<file path="src/rtl/lct_fifo1_if.sv">
// Bus bundle for lct_fifo1: candidate-address push side, head-entry read side and status.
interface lct_fifo1_if;
  logic        LCT;
  logic        PUSH;
  logic        POP;
  logic        ENBL50;
  logic        DISBL50;
  logic        PREBLKEND;
  logic [3:0]  LOADPBLK;
  logic [11:0] DIN;
  logic [2:0]  DSCAFULL;
  logic [3:0]  DOUT;
  logic [7:0]  NLCT;
  logic        LCT_PHASE;
  logic        FULL_1;
  logic        EMPT_B;
  logic        FULL;
  logic        DLSCAFULL;

  modport slave (
    input  LCT, PUSH, POP, ENBL50, DISBL50, PREBLKEND, LOADPBLK, DIN, DSCAFULL,
    output DOUT, NLCT, LCT_PHASE, FULL_1, EMPT_B, FULL, DLSCAFULL
  );

  modport master (
    output LCT, PUSH, POP, ENBL50, DISBL50, PREBLKEND, LOADPBLK, DIN, DSCAFULL,
    input  DOUT, NLCT, LCT_PHASE, FULL_1, EMPT_B, FULL, DLSCAFULL
  );
endinterface

</file>
<file path="src/rtl/lct_fifo1.sv">
// 16-deep LCT block-address FIFO with optional deferred commit and optional
// triplicated state (majority-voted, rewritten from the vote every cycle).
module lct_fifo1 #(
  parameter int TMR = 0
) (
  input logic        CLK,
  input logic        RST,
  lct_fifo1_if.slave bus
);
  localparam int unsigned DEPTH = 16;
  localparam int unsigned AW    = 4;
  localparam int unsigned CW    = 5;
  localparam int unsigned EW    = 6;
  localparam int unsigned NC    = (TMR != 0) ? 3 : 1;

  // Entry layout: {addr[3:0], scafull, phase}
  logic [EW-1:0] mem_q    [NC][DEPTH];
  logic [AW-1:0] wr_ptr_q [NC];
  logic [AW-1:0] rd_ptr_q [NC];
  logic [CW-1:0] cnt_q    [NC];
  logic          pend_q   [NC];
  logic          full_q   [NC];
  logic [EW-1:0] hold_q   [NC];

  logic [AW-1:0] wr_ptr_v, rd_ptr_v, wr_ptr_d, rd_ptr_d;
  logic [CW-1:0] cnt_v, cnt_d;
  logic          pend_v, pend_d, full_v, full_d;
  logic [EW-1:0] hold_v, hold_d, head_mem_v, head_d, new_ent, wdata;
  logic          act, wr_req, wr_en, pop_en;
  logic [AW-1:0] sel_addr;
  logic          sel_sc;

  logic [3:0]    dout_q;
  logic [7:0]    nlct_q;
  logic          ph_q, sc_q, full1_q, emptb_q, fullo_q;
  logic          unused_loadpblk;

  assign unused_loadpblk = ^bus.LOADPBLK[2:0];

  if (TMR != 0) begin : g_tmr
    assign wr_ptr_v = (wr_ptr_q[0] & wr_ptr_q[1]) | (wr_ptr_q[0] & wr_ptr_q[2]) | (wr_ptr_q[1] & wr_ptr_q[2]);
    assign rd_ptr_v = (rd_ptr_q[0] & rd_ptr_q[1]) | (rd_ptr_q[0] & rd_ptr_q[2]) | (rd_ptr_q[1] & rd_ptr_q[2]);
    assign cnt_v    = (cnt_q[0] & cnt_q[1]) | (cnt_q[0] & cnt_q[2]) | (cnt_q[1] & cnt_q[2]);
    assign pend_v   = (pend_q[0] & pend_q[1]) | (pend_q[0] & pend_q[2]) | (pend_q[1] & pend_q[2]);
    assign full_v   = (full_q[0] & full_q[1]) | (full_q[0] & full_q[2]) | (full_q[1] & full_q[2]);
    assign hold_v   = (hold_q[0] & hold_q[1]) | (hold_q[0] & hold_q[2]) | (hold_q[1] & hold_q[2]);
    assign head_mem_v = (mem_q[0][rd_ptr_d] & mem_q[1][rd_ptr_d])
                      | (mem_q[0][rd_ptr_d] & mem_q[2][rd_ptr_d])
                      | (mem_q[1][rd_ptr_d] & mem_q[2][rd_ptr_d]);
  end else begin : g_simplex
    assign wr_ptr_v   = wr_ptr_q[0];
    assign rd_ptr_v   = rd_ptr_q[0];
    assign cnt_v      = cnt_q[0];
    assign pend_v     = pend_q[0];
    assign full_v     = full_q[0];
    assign hold_v     = hold_q[0];
    assign head_mem_v = mem_q[0][rd_ptr_d];
  end

  // Candidate select, write/pop arbitration and pointer/count update
  always_comb begin
    act      = bus.ENBL50 | bus.DISBL50;
    sel_addr = bus.DIN[3:0];
    sel_sc   = 1'b0;
    pend_d   = pend_v;
    hold_d   = hold_v;
    wr_req   = 1'b0;
    wdata    = '0;
    if (!bus.DSCAFULL[0]) begin
      sel_addr = bus.DIN[3:0];
    end else if (!bus.DSCAFULL[1]) begin
      sel_addr = bus.DIN[7:4];
    end else if (!bus.DSCAFULL[2]) begin
      sel_addr = bus.DIN[11:8];
    end else begin
      sel_sc   = 1'b1;
    end
    new_ent = {sel_addr, sel_sc, bus.LCT & bus.ENBL50};

    if (act) begin
      if (bus.PUSH) begin
        if (!bus.LOADPBLK[3]) begin
          wr_req = 1'b1;
          wdata  = new_ent;
        end else begin
          // A push while pending flushes the held entry and takes its place
          wr_req = pend_v;
          wdata  = hold_v;
          hold_d = new_ent;
          pend_d = 1'b1;
        end
      end else if (bus.PREBLKEND && pend_v) begin
        wr_req = 1'b1;
        wdata  = hold_v;
        pend_d = 1'b0;
      end
    end

    pop_en   = act & bus.POP & (cnt_v != '0);
    wr_en    = wr_req & ((cnt_v != CW'(DEPTH)) | pop_en);
    full_d   = full_v | (wr_req & (cnt_v == CW'(DEPTH)) & ~pop_en);
    wr_ptr_d = wr_en  ? wr_ptr_v + AW'(1) : wr_ptr_v;
    rd_ptr_d = pop_en ? rd_ptr_v + AW'(1) : rd_ptr_v;
    cnt_d    = cnt_v;
    if (wr_en && !pop_en) begin
      cnt_d = cnt_v + CW'(1);
    end else if (pop_en && !wr_en) begin
      cnt_d = cnt_v - CW'(1);
    end
  end

  // Next head entry; bypass when the entry being written becomes the head
  always_comb begin
    head_d = '0;
    if (cnt_d != '0) begin
      if (wr_en && (wr_ptr_v == rd_ptr_d)) begin
        head_d = wdata;
      end else begin
        head_d = head_mem_v;
      end
    end
  end

  always_ff @(posedge CLK) begin
    if (!RST) begin
      for (int unsigned c = 0; c < NC; c++) begin
        wr_ptr_q[c] <= '0;
        rd_ptr_q[c] <= '0;
        cnt_q[c]    <= '0;
        pend_q[c]   <= 1'b0;
        full_q[c]   <= 1'b0;
        hold_q[c]   <= '0;
      end
      dout_q  <= '0;
      ph_q    <= 1'b0;
      sc_q    <= 1'b0;
      nlct_q  <= '0;
      full1_q <= 1'b0;
      emptb_q <= 1'b0;
      fullo_q <= 1'b0;
    end else begin
      for (int unsigned c = 0; c < NC; c++) begin
        wr_ptr_q[c] <= wr_ptr_d;
        rd_ptr_q[c] <= rd_ptr_d;
        cnt_q[c]    <= cnt_d;
        pend_q[c]   <= pend_d;
        full_q[c]   <= full_d;
        hold_q[c]   <= hold_d;
      end
      dout_q  <= head_d[5:2];
      sc_q    <= head_d[1];
      ph_q    <= head_d[0];
      nlct_q  <= 8'(cnt_d);
      full1_q <= (cnt_d >= CW'(15));
      emptb_q <= (cnt_d != '0);
      fullo_q <= full_d;
    end
  end

  // Storage is not reset; reset only makes it unreachable
  always_ff @(posedge CLK) begin
    if (RST && wr_en) begin
      for (int unsigned c = 0; c < NC; c++) begin
        mem_q[c][wr_ptr_v] <= wdata;
      end
    end
  end

  assign bus.DOUT      = dout_q;
  assign bus.LCT_PHASE = ph_q;
  assign bus.DLSCAFULL = sc_q;
  assign bus.NLCT      = nlct_q;
  assign bus.FULL_1    = full1_q;
  assign bus.EMPT_B    = emptb_q;
  assign bus.FULL      = fullo_q;
endmodule

</file>
<file path="src/flat_wrapper.sv">
// flat-port wrapper written by rule: the top's interface ports become plain ports
module lct_fifo1_flat 
#(
  parameter int TMR = 0
)
  (CLK, RST, bus_LCT, bus_PUSH, bus_POP, bus_ENBL50, bus_DISBL50, bus_PREBLKEND, bus_LOADPBLK, bus_DIN, bus_DSCAFULL, bus_DOUT, bus_NLCT, bus_LCT_PHASE, bus_FULL_1, bus_EMPT_B, bus_FULL, bus_DLSCAFULL);
  lct_fifo1_if bus_i ();
  input logic CLK;
  input logic RST;
  input wire logic [$bits(bus_i.LCT)-1:0] bus_LCT;
  input wire logic [$bits(bus_i.PUSH)-1:0] bus_PUSH;
  input wire logic [$bits(bus_i.POP)-1:0] bus_POP;
  input wire logic [$bits(bus_i.ENBL50)-1:0] bus_ENBL50;
  input wire logic [$bits(bus_i.DISBL50)-1:0] bus_DISBL50;
  input wire logic [$bits(bus_i.PREBLKEND)-1:0] bus_PREBLKEND;
  input wire logic [$bits(bus_i.LOADPBLK)-1:0] bus_LOADPBLK;
  input wire logic [$bits(bus_i.DIN)-1:0] bus_DIN;
  input wire logic [$bits(bus_i.DSCAFULL)-1:0] bus_DSCAFULL;
  output wire logic [$bits(bus_i.DOUT)-1:0] bus_DOUT;
  output wire logic [$bits(bus_i.NLCT)-1:0] bus_NLCT;
  output wire logic [$bits(bus_i.LCT_PHASE)-1:0] bus_LCT_PHASE;
  output wire logic [$bits(bus_i.FULL_1)-1:0] bus_FULL_1;
  output wire logic [$bits(bus_i.EMPT_B)-1:0] bus_EMPT_B;
  output wire logic [$bits(bus_i.FULL)-1:0] bus_FULL;
  output wire logic [$bits(bus_i.DLSCAFULL)-1:0] bus_DLSCAFULL;
  assign bus_i.LCT = bus_LCT;
  assign bus_i.PUSH = bus_PUSH;
  assign bus_i.POP = bus_POP;
  assign bus_i.ENBL50 = bus_ENBL50;
  assign bus_i.DISBL50 = bus_DISBL50;
  assign bus_i.PREBLKEND = bus_PREBLKEND;
  assign bus_i.LOADPBLK = bus_LOADPBLK;
  assign bus_i.DIN = bus_DIN;
  assign bus_i.DSCAFULL = bus_DSCAFULL;
  assign bus_DOUT = bus_i.DOUT;
  assign bus_NLCT = bus_i.NLCT;
  assign bus_LCT_PHASE = bus_i.LCT_PHASE;
  assign bus_FULL_1 = bus_i.FULL_1;
  assign bus_EMPT_B = bus_i.EMPT_B;
  assign bus_FULL = bus_i.FULL;
  assign bus_DLSCAFULL = bus_i.DLSCAFULL;
  lct_fifo1 #(.TMR(TMR)) u_core (.CLK(CLK), .RST(RST), .bus(bus_i));
endmodule
</file>
<file path="config.mk">
export PLATFORM = sky130hd
export DESIGN_NAME = lct_fifo1_flat
export DESIGN_NICKNAME = d
export VERILOG_FILES = /design/src/rtl/lct_fifo1_if.sv /design/src/rtl/lct_fifo1.sv /design/src/flat_wrapper.sv
export SDC_FILE = /design/constraint.sdc
export NUM_CORES = 1
export LEC_CHECK = 0
export CORE_MARGIN = 2
export CORE_UTILIZATION = 48
export DETAILED_ROUTE_END_ITERATION = 12
export MAX_ROUTING_LAYER = met4
export PLACE_DENSITY = 0.68
export SKIP_CTS_REPAIR_TIMING = 1
export SYNTH_ARGS = -nofsm -noshare
export SYNTH_HDL_FRONTEND = slang
export SYNTH_SLANG_ARGS = --single-unit
</file>
<file path="constraint.sdc">
create_clock -name CLK -period 4.05 [get_ports CLK]
set_clock_uncertainty 0.2 [all_clocks]
set_input_delay 0.81 -clock CLK [delete_from_list [all_inputs] [get_ports CLK]]
set_output_delay 0.81 -clock CLK [all_outputs]
set_load 0.02 [all_outputs]
</file>
== After elaboration in Yosys (flattened, before gate mapping) ==
Memory sizes are Yosys's and may differ from the RTL's.
Cells that the tools add are included.
Word-level totals
  RAM bits: 117
  word-level logic and storage cells: 102
  flip-flop bits (word level): 17
  bits of input ports: 27
  memories kept: 7
Operators by class
  eq/ne operators: 3
  multiplexer cells: 47
  reductions and logical operators: 17
  bitwise gates (word level): 12
  add/sub/neg operators: 4
  $lt $le $gt $ge: 4
Memories
  u_core.mem_q: depth 1, width 96, rd ports 1, clocked after memory_dff 0, write ports 1, RTL line lct_fifo1.sv:17  | logic [EW-1:0] mem_q [NC][DEPTH];
  u_core.hold_q: depth 1, width 6, rd ports 1, clocked after memory_dff 0, write ports 1, RTL line lct_fifo1.sv:23  | logic [EW-1:0] hold_q [NC];
  u_core.cnt_q: depth 1, width 5, rd ports 1, clocked after memory_dff 0, write ports 1, RTL line lct_fifo1.sv:20  | logic [CW-1:0] cnt_q [NC];
  u_core.rd_ptr_q: depth 1, width 4, rd ports 1, clocked after memory_dff 0, write ports 1, RTL line lct_fifo1.sv:19  | logic [AW-1:0] rd_ptr_q [NC];
  u_core.wr_ptr_q: depth 1, width 4, rd ports 1, clocked after memory_dff 0, write ports 1, RTL line lct_fifo1.sv:18  | logic [AW-1:0] wr_ptr_q [NC];
  u_core.full_q: depth 1, width 1, rd ports 1, clocked after memory_dff 0, write ports 1, RTL line lct_fifo1.sv:22  | logic full_q [NC];
  +1 memories
Operators by type and width (count)
  2-to-1 mux 96 bit: 1
  2-to-1 mux 6 bit: 12
  2-to-1 mux 4 bit: 7
  binary-select mux 6 bit (select 4 bit): 1
  demux 6 bit (select 4 bit): 1
  2-to-1 mux 1 bit: 22
  2-to-1 mux 5 bit: 3
  greater-or-equal comparator 5 bit, second input constant: 2
  NOT 4 -> 5 bit: 2
  nonzero test 5 bit: 2
  adder 4 x 1 -> 4 bit, second input constant: 2
  OR reduction 4 bit: 2
  AND 1 bit: 6
  logical AND 1 bit: 6
  OR reduction 6 bit: 1
  adder 5 x 1 -> 5 bit, second input constant: 1
  equality test 5 bit, second input constant: 1
  greater-or-equal comparator 5 x 4 -> 1 bit, second input constant: 1
  < comparator 5 x 1 -> 1 bit, second input constant: 1
  != test 5 bit, second input constant: 1
  OR reduction 5 bit: 1
  subtractor 5 x 1 -> 5 bit, second input constant: 1
  equality test 4 bit: 1
  bitwise OR 1 bit: 3
  other kinds (4): 6

== Logic depth before layout (Yosys ltp) ==
Gate-level depths: netlist of run 1.
  word-level depth: 11
  mapped depth: 11
  depth with buffers taken out: 10

== Least setup slack after synthesis of run 1 ==
Ideal clock, no wire load.
  kind: input port to flip-flop
  start point: in bus_PUSH
  end point: reg u_core.sc_q, in the netlist u_core.bus.DLSCAFULL
  slack: 1.045 ns
  required time: 3.734 ns
  stages on the path: 9
  arrival time: 2.688 ns
  cell sequence: buf_2 -> nor2b_1 -> o221ai_1 -> a211o_1 -> o22ai_1 -> xor2_1 -> o41ai_4 -> inv_2 -> o211a_1
On the way
  cells in the longest elaborated chain, start to end: 9
  elaborated cells on any way between the ends: 14
  those cells by class: 7 x mux; 1 x bitwise; 6 x reduce/logical
Ends and longest elaborated chain
  start: declaration: RTL line flat_wrapper.sv:11  | input wire logic [$bits(bus_i.PUSH)-1:0] bus_PUSH;
  2-to-1 mux 1 bit: RTL line lct_fifo1.sv:81  | if (bus.PUSH) begin
  2-to-1 mux 1 bit: RTL line lct_fifo1.sv:80  | if (act) begin
  AND 1 bit: RTL line lct_fifo1.sv:100  | wr_en = wr_req & ((cnt_v != CW'(DEPTH)) | pop_en);
  zero test 1 bit: RTL line lct_fifo1.sv:107  | end else if (pop_en && !wr_en) begin
  logical AND 1 bit: RTL line lct_fifo1.sv:107
  2-to-1 mux 5 bit: RTL line lct_fifo1.sv:107
  2-to-1 mux 5 bit: RTL line lct_fifo1.sv:105  | if (wr_en && !pop_en) begin
  nonzero test 5 bit: RTL line lct_fifo1.sv:115  | if (cnt_d != '0) begin
  AND reduction 2 bit (no source line)
  end signal: assignment: RTL line lct_fifo1.sv:151  | sc_q <= head_d[1];
  end: declaration: RTL line lct_fifo1.sv:35  | logic ph_q, sc_q, full1_q, emptb_q, fullo_q;
Parallel ways exist; a longest one is shown, timed or not.
A chain may end at the register's enable or synchronous reset.

== Final worst setup path of run 1 ==
  start point: mem u_core.cnt_q[0][0]
  end point: reg u_core.dout_q[1], in the netlist u_core.bus.DOUT[1]
On the way
  cells in the longest elaborated chain, start to end: 11
  elaborated cells on any way between the ends: 24
  those cells by class: 2 x add/sub; 2 x eq/ne; 7 x mux; 4 x bitwise; 8 x reduce/logical; 1 x memory
Ends and longest elaborated chain
  start: declaration: RTL line lct_fifo1.sv:20
  memory (1 x 5 bit) *
  parallel branches: the longest is 10 deep, another holds binary-select mux 6 bit (select 4 bit)
  end signal: assignment: RTL line lct_fifo1.sv:150  | dout_q <= head_d[5:2];
  end: declaration: RTL line lct_fifo1.sv:33  | logic [3:0] dout_q;
Every way passes the cells marked *. The select of a mux whose other input is x is not followed.

==> impl_metrics.json, run 1 <==
{
  "slowest_delay_ps": 690,
  "worst_slew_pin_slew_ps": 849,
  "cp_slowest_cell": "or4b_1",
  "place_area_mm2": 0.00678,
  "nets": 605,
  "multi_input_area_mm2": 0.00237,
  "crit_buf_inv": 1,
  "fin_crit_ps": 3300,
  "cp-end-kind": "flop",
  "place_congestion": 0.874,
  "wl_um": 14000,
  "critPathMaxFanout": 12,
  "num_vias": 4262,
  "rsz0062_at_grt": "no",
  "synthFlopType": "edfxtp_1",
  "drive_gt1_frac": 0.176,
  "syn2layout_area_growth_pct": 22.1,
  "grt.total_usage": 0.233,
  "synth.distinct_cells": 65,
  "drc_errors": 0,
  "critPathKind": "reg2reg",
  "path_delay_family": "simple AND/OR/NAND/NOR gates",
  "n_antenna_cell": 0,
  "design_area_mm2": 0.00736,
  "num_rows": 40,
  "die_area_mm2": 0.0135,
  "cap_violations": 0,
  "vias_per_cell": 5.67,
  "leakage_uw": 0.00262,
  "register_area_mm2": 0.00348,
  "synth.avg_cell_area_um2": 12.1,
  "synth-seq-cells": 126,
  "clk_latency_ps": 420,
  "fp.coreArea_mm2": 0.0121,
  "synth_cells": 499,
  "wl_per_cell_um": 18.6,
  "crit_required_ps": 4130,
  "io_pins": 44,
  "hpwl_um": 9800,
  "status": "finished clean",
  "synth.yosys.warnings": 0,
  "grt_pass1_wl_um": 22100,
  "final_cell_count_no_fill": 752,
  "clock_path_buffers": 2,
  "cts_root_buf": "clkbuf_16",
  "hold_violations": 0,
  "report.final.slew_viol_count": 0,
  "synth_top_cells_by_area": "edfxtp_1, dfxtp_1, mux4_2, nand2_1, nand3_1",
  "maxSlewHeadroom": 0.430,
  "grt_overflow_total": 0,
  "path_clk_slew_ps": 60,
  "powerDensity_mw_per_mm2": 555,
  "dieHeight_um": 116,
  "cts_tree": "yes",
  "die_x_um": 116,
  "dpl.cell_count": 720,
  "grt_max_degree": 27,
  "drt-initial-drc-count": 382,
  "initial_core_util": 0.498,
  "ant_nets": 0,
  "netlist.area_leader.share": 0.478,
  "antenna_found_initial": 0,
  "netlist_area_mm2": 0.00603,
  "htreeDepth": 4,
  "fmax_mhz": 303,
  "final.period_utilization": 0.815,
  "synth.largest_area_cell": "edfxtp_1",
  "crit_chain": "inv_1 -> ha_1 -> or4b_1 -> nand3_1 -> a21oi_1 -> nor4_2 -> nand4b_2 -> o21ba_1 -> a311oi_2",
  "hp-class": "reg2reg",
  "cp_data_arrival_time_ps": 3380,
  "ys_async_sr_fraction": 0,
  "cts_sinks": 126,
  "worst_setup_path_start_kind": "flop",
  "io_buffer_count": 37,
  "final.setup.tns_ps": 0,
  "peakVddDrop_mv": 0.381,
  "yosysSeqAreaShare": 0.578,
  "numCtsBuffers": 17,
  "fillers": 987,
  "synth_edf_count": 96,
  "total_power_uw": 4090,
  "dr.pass1.iters": 5,
  "grt_pass1_vias": 4113,
  "setup_viol": 0
}
-- final timing paths --
path                            from            endpoint  slack, ps  cells after the start
setup reg to reg  u_core.cnt_q[0][0]  u_core.bus.DOUT[1]        750                      9
hold reg to reg     u_core.full_q[0]    u_core.full_q[0]        270                      1
setup / recovery  u_core.cnt_q[0][0]  u_core.bus.DOUT[1]        750                      9
hold / removal      u_core.full_q[0]    u_core.full_q[0]        270                      1
-- flip-flops by register name, indices dropped and copies added, names as in the netlist, 4 cells and up --
| register | flops |
|---|---|
| u_core.cnt_q | 5 |
| u_core.hold_q | 6 |
| u_core.wr_ptr_q | 4 |
| u_core.rd_ptr_q | 4 |
| u_core.bus.DOUT | 4 |
| u_core.mem_q | 96 |
-- metal layers --
metal | routed length, µm | part of all wire | track usage
met5 | 0 | 0 | -
met4 | 276 | 0.020 | 0.0937
met3 | 682 | 0.049 | 0.0513
met2 | 6750 | 0.48 | 0.357
met1 | 6290 | 0.45 | 0.305
-- cell usage after synthesis (all sizes together), types with 7 or more instances --
master  count
a21oi      15
a31oi       8
and2       17
buf        15
clkbuf     13
dfxtp      30
edfxtp     96
ha          7
inv         9
mux2i       8
mux4       16
nand2      71
nand3      31
nor2       33
nor2b       9
o21ai      25
xnor2       7
-- worst reg2reg max path, cell delays in order, from the launching register on --
cell and delay, ps:
dfxtp_1 370, inv_1 120, ha_1 230, or4b_1 690
nand3_1 330, a21oi_1 130, nor4_2 260, nand4b_2 400
o21ba_1 380, a311oi_2 60
-- per-stage QoR --
stage / util / hold slack (ps) / worst slack (ps)
after CTS: 0.608 / 272 / 780
after detailed placement: 0.560 / 260 / 461
after global placement: 0.560 / 247 / 486
final: 0.608 / 268 / 751
after floorplan: - / 241 / 1050
after global routing: 0.608 / 296 / 559
-- layout by cell type (no fill, tap or decap), drive strengths merged, types with 6 or more instances in the layout --
cell,n
edfxtp,96
nand2,71
buf,42
clkdlybuf4s50,37
nor2,33
nand3,31
dfxtp,30
o21ai,25
clkbuf,19
and2,17
mux4,16
a21oi,15
nor2b,9
inv,9
mux2i,8
a31oi,8
clkinv,8
ha,7
xnor2,7
nor3b,6
a32oi,6
nor4,6
-- power breakdown --
part | internal, µW | switching, µW
clock network | 955 | 539
registers | 1450 | 44.6
logic | 451 | 650
total | 2850 | 1230
-- layout make-up --
| cell class | instances | share of cell area |
|---|---|---|
| Clock buffer | 19 | 0.0588 |
| Clock inverter | 13 | 0.0201 |
| Tap cell | 168 | 0.0286 |
| Multi-Input combinational cell | 338 | 0.321 |
| Sequential cell | 126 | 0.473 |
| Timing Repair Buffer | 79 | 0.0932 |
| Inverter | 9 | 0.00459 |
-- logic make-up (layout without fill, tap and decap cells) --
kind of cell,Yosys count,after routing,synth area share
simple gates,195,195,0.165
mux,28,28,0.0806
buf+inv,37,120,0.0305
flops,126,126,0.578
fa+ha+maj,7,7,0.0145
xor+xnor,11,11,0.0191
compound gates,94,94,0.112
other cells,1,3,0.000622
Power figures use the tool's default switching activity.
==> run 2, diff against run 1 <==
PLACE_DENSITY = 0.71   (was 0.68)
clock period = 2.68 ns   (was 4.05 ns; I/O delays follow)
==> run 2 against run 1 <==
Effect of this change: the run now ends with negative setup slack left; global-route usage rose by 1.7 points; non-clock buffer count rose by 70; critical path type unchanged; sequential power rose by 50%; final cell count rose by 9.3%; register-to-register slack got worse by 790 ps; clock power rose by 48%; first-iteration DRC count rose by 0.26%; flip-flop and latch count did not move.
==> impl_metrics.json, run 2 (synthesis gave the netlist of run 1 again) <==
{
  "numCtsBuffers": 17,
  "antenna_found_initial": 0,
  "fp.coreArea_mm2": 0.0121,
  "total_power_uw": 6920,
  "report.final.slew_viol_count": 0,
  "place_congestion": 0.915,
  "fmax_mhz": 368,
  "io_pins": 44,
  "grt_overflow_total": 0,
  "cts_sinks": 126,
  "powerDensity_mw_per_mm2": 842,
  "grt_pass1_wl_um": 23900,
  "die_area_mm2": 0.0135,
  "hpwl_um": 10600,
  "cp-end-kind": "flop",
  "dr.pass1.iters": 6,
  "rsz0062_at_grt": "yes",
  "initial_core_util": 0.498,
  "n_antenna_cell": 0,
  "drive_gt1_frac": 0.326,
  "final.period_utilization": 1.01,
  "clock_path_buffers": 2,
  "path_clk_slew_ps": 60,
  "hp-class": "reg2reg",
  "hold_ws_ps": 266,
  "ant_nets": 0,
  "wl_per_cell_um": 18.7,
  "io_buffer_count": 37,
  "vias_per_cell": 5.64,
  "path_delay_family": "compound AO/OA/AOI/OAI gates",
  "worst_slew_pin_slew_ps": 721,
  "clk_latency_ps": 420,
  "grt.total_usage": 0.250,
  "worst_setup_path_start_kind": "flop",
  "cts_tree": "yes",
  "leakage_uw": 0.00305,
  "design_area_mm2": 0.00822,
  "wl_um": 15400,
  "cts_root_buf": "clkbuf_16",
  "grt_pass1_vias": 4464,
  "reg_top3": "u_core.mem_q (96), u_core.hold_q (6), u_core.cnt_q (5)",
  "drt-initial-drc-count": 383,
  "final_cell_mix": "buf_4, edfxtp_1, nand2_1",
  "cp_slowest_cell": "or4b_4",
  "syn2layout_area_growth_pct": 36.4,
  "cp_data_arrival_time_ps": 2840,
  "hold_violations": 0,
  "critPathMaxFanout": 7,
  "slowest_delay_ps": 500,
  "largest_register_ffs": 96,
  "setup_viol": 1,
  "maxSlewHeadroom": 0.519,
  "num_rows": 40,
  "cap_violations": 0,
  "crit_buf_inv": 3,
  "crit_required_ps": 2800,
  "fin_util": 0.679,
  "dieHeight_um": 116,
  "peakVddDrop_mv": 0.764,
  "place_area_mm2": 0.00728,
  "violations": "negative setup slack",
  "die_x_um": 116,
  "critPathKind": "reg2reg",
  "nets": 675,
  "crit_chain": "inv_2 -> ha_4 -> or4b_4 -> buf_12 -> a21oi_4 -> nor2_4 -> buf_6 -> mux2i_1 -> a32oi_1 -> a31oi_1 -> a211oi_1",
  "fin_crit_ps": 2720,
  "status": "finished, violations left",
  "drc_errors": 0,
  "max_flop_register": "u_core.mem_q",
  "num_vias": 4640,
  "fin_ws_ps": -38.0,
  "grt_max_degree": 24,
  "htreeDepth": 4
}
[run 2: metal layers]
layer	part of all wire	up-vias	wire, µm	GRT usage
met5	0	-	0	-
met4	0.020	0	308	0.0968
met3	0.044	29	683	0.0455
met2	0.49	130	7580	0.391
met1	0.44	2311	6810	0.328
li1	-	2170	-	-
[run 2: path summary, 6_finish.rpt]
path | from | endpoint | slack (ps) | cells after the start
setup reg to reg | u_core.cnt_q[0][1] | u_core.bus.DOUT[2] | -40 | 11
hold reg to reg | u_core.hold_q[0][0] | u_core.hold_q[0][0] | 270 | 2
hold / removal | u_core.hold_q[0][0] | u_core.hold_q[0][0] | 270 | 2
setup / recovery | u_core.cnt_q[0][1] | u_core.bus.DOUT[2] | -40 | 11
[run 2: area by class of cell]
type | instances | area (µm²)
multi-input combinational | 338 | 2600
clock inverter | 13 | 133
timing repair buffer | 149 | 1320
sequential | 126 | 3490
inverter | 9 | 33.8
fill | 876 | 3890
tap | 168 | 210
clock buffer | 19 | 443
[run 2: tightest hold or removal path: stages (launching register included)]
cell      delay, ps
dfxtp_1         300
nand2_1          50
a21boi_0         70
[run 2: report_power, final]
part	total [µW]	switching [µW]	internal, µW
sequential	2230	44.6	2190
combinational	2480	1250	1230
clock	2210	888	1320
[run 2: metrics by stage]
step                worst slack, ps  setup TNS, ps  instances
global route                   -110           -353        822
global placement               -486         -40890        781
finish                        -38.0          -38.0        822
detailed placement             -473         -42700        781
CTS                            -164          -1420        813
floorplan                      34.1              0        501
==> run 3, diff against run 2 <==
CTS_CLUSTER_SIZE = 14   (was unset)
==> results of run 3 <==
No change in the layout: final DEF, timing and power equal those of run 2.
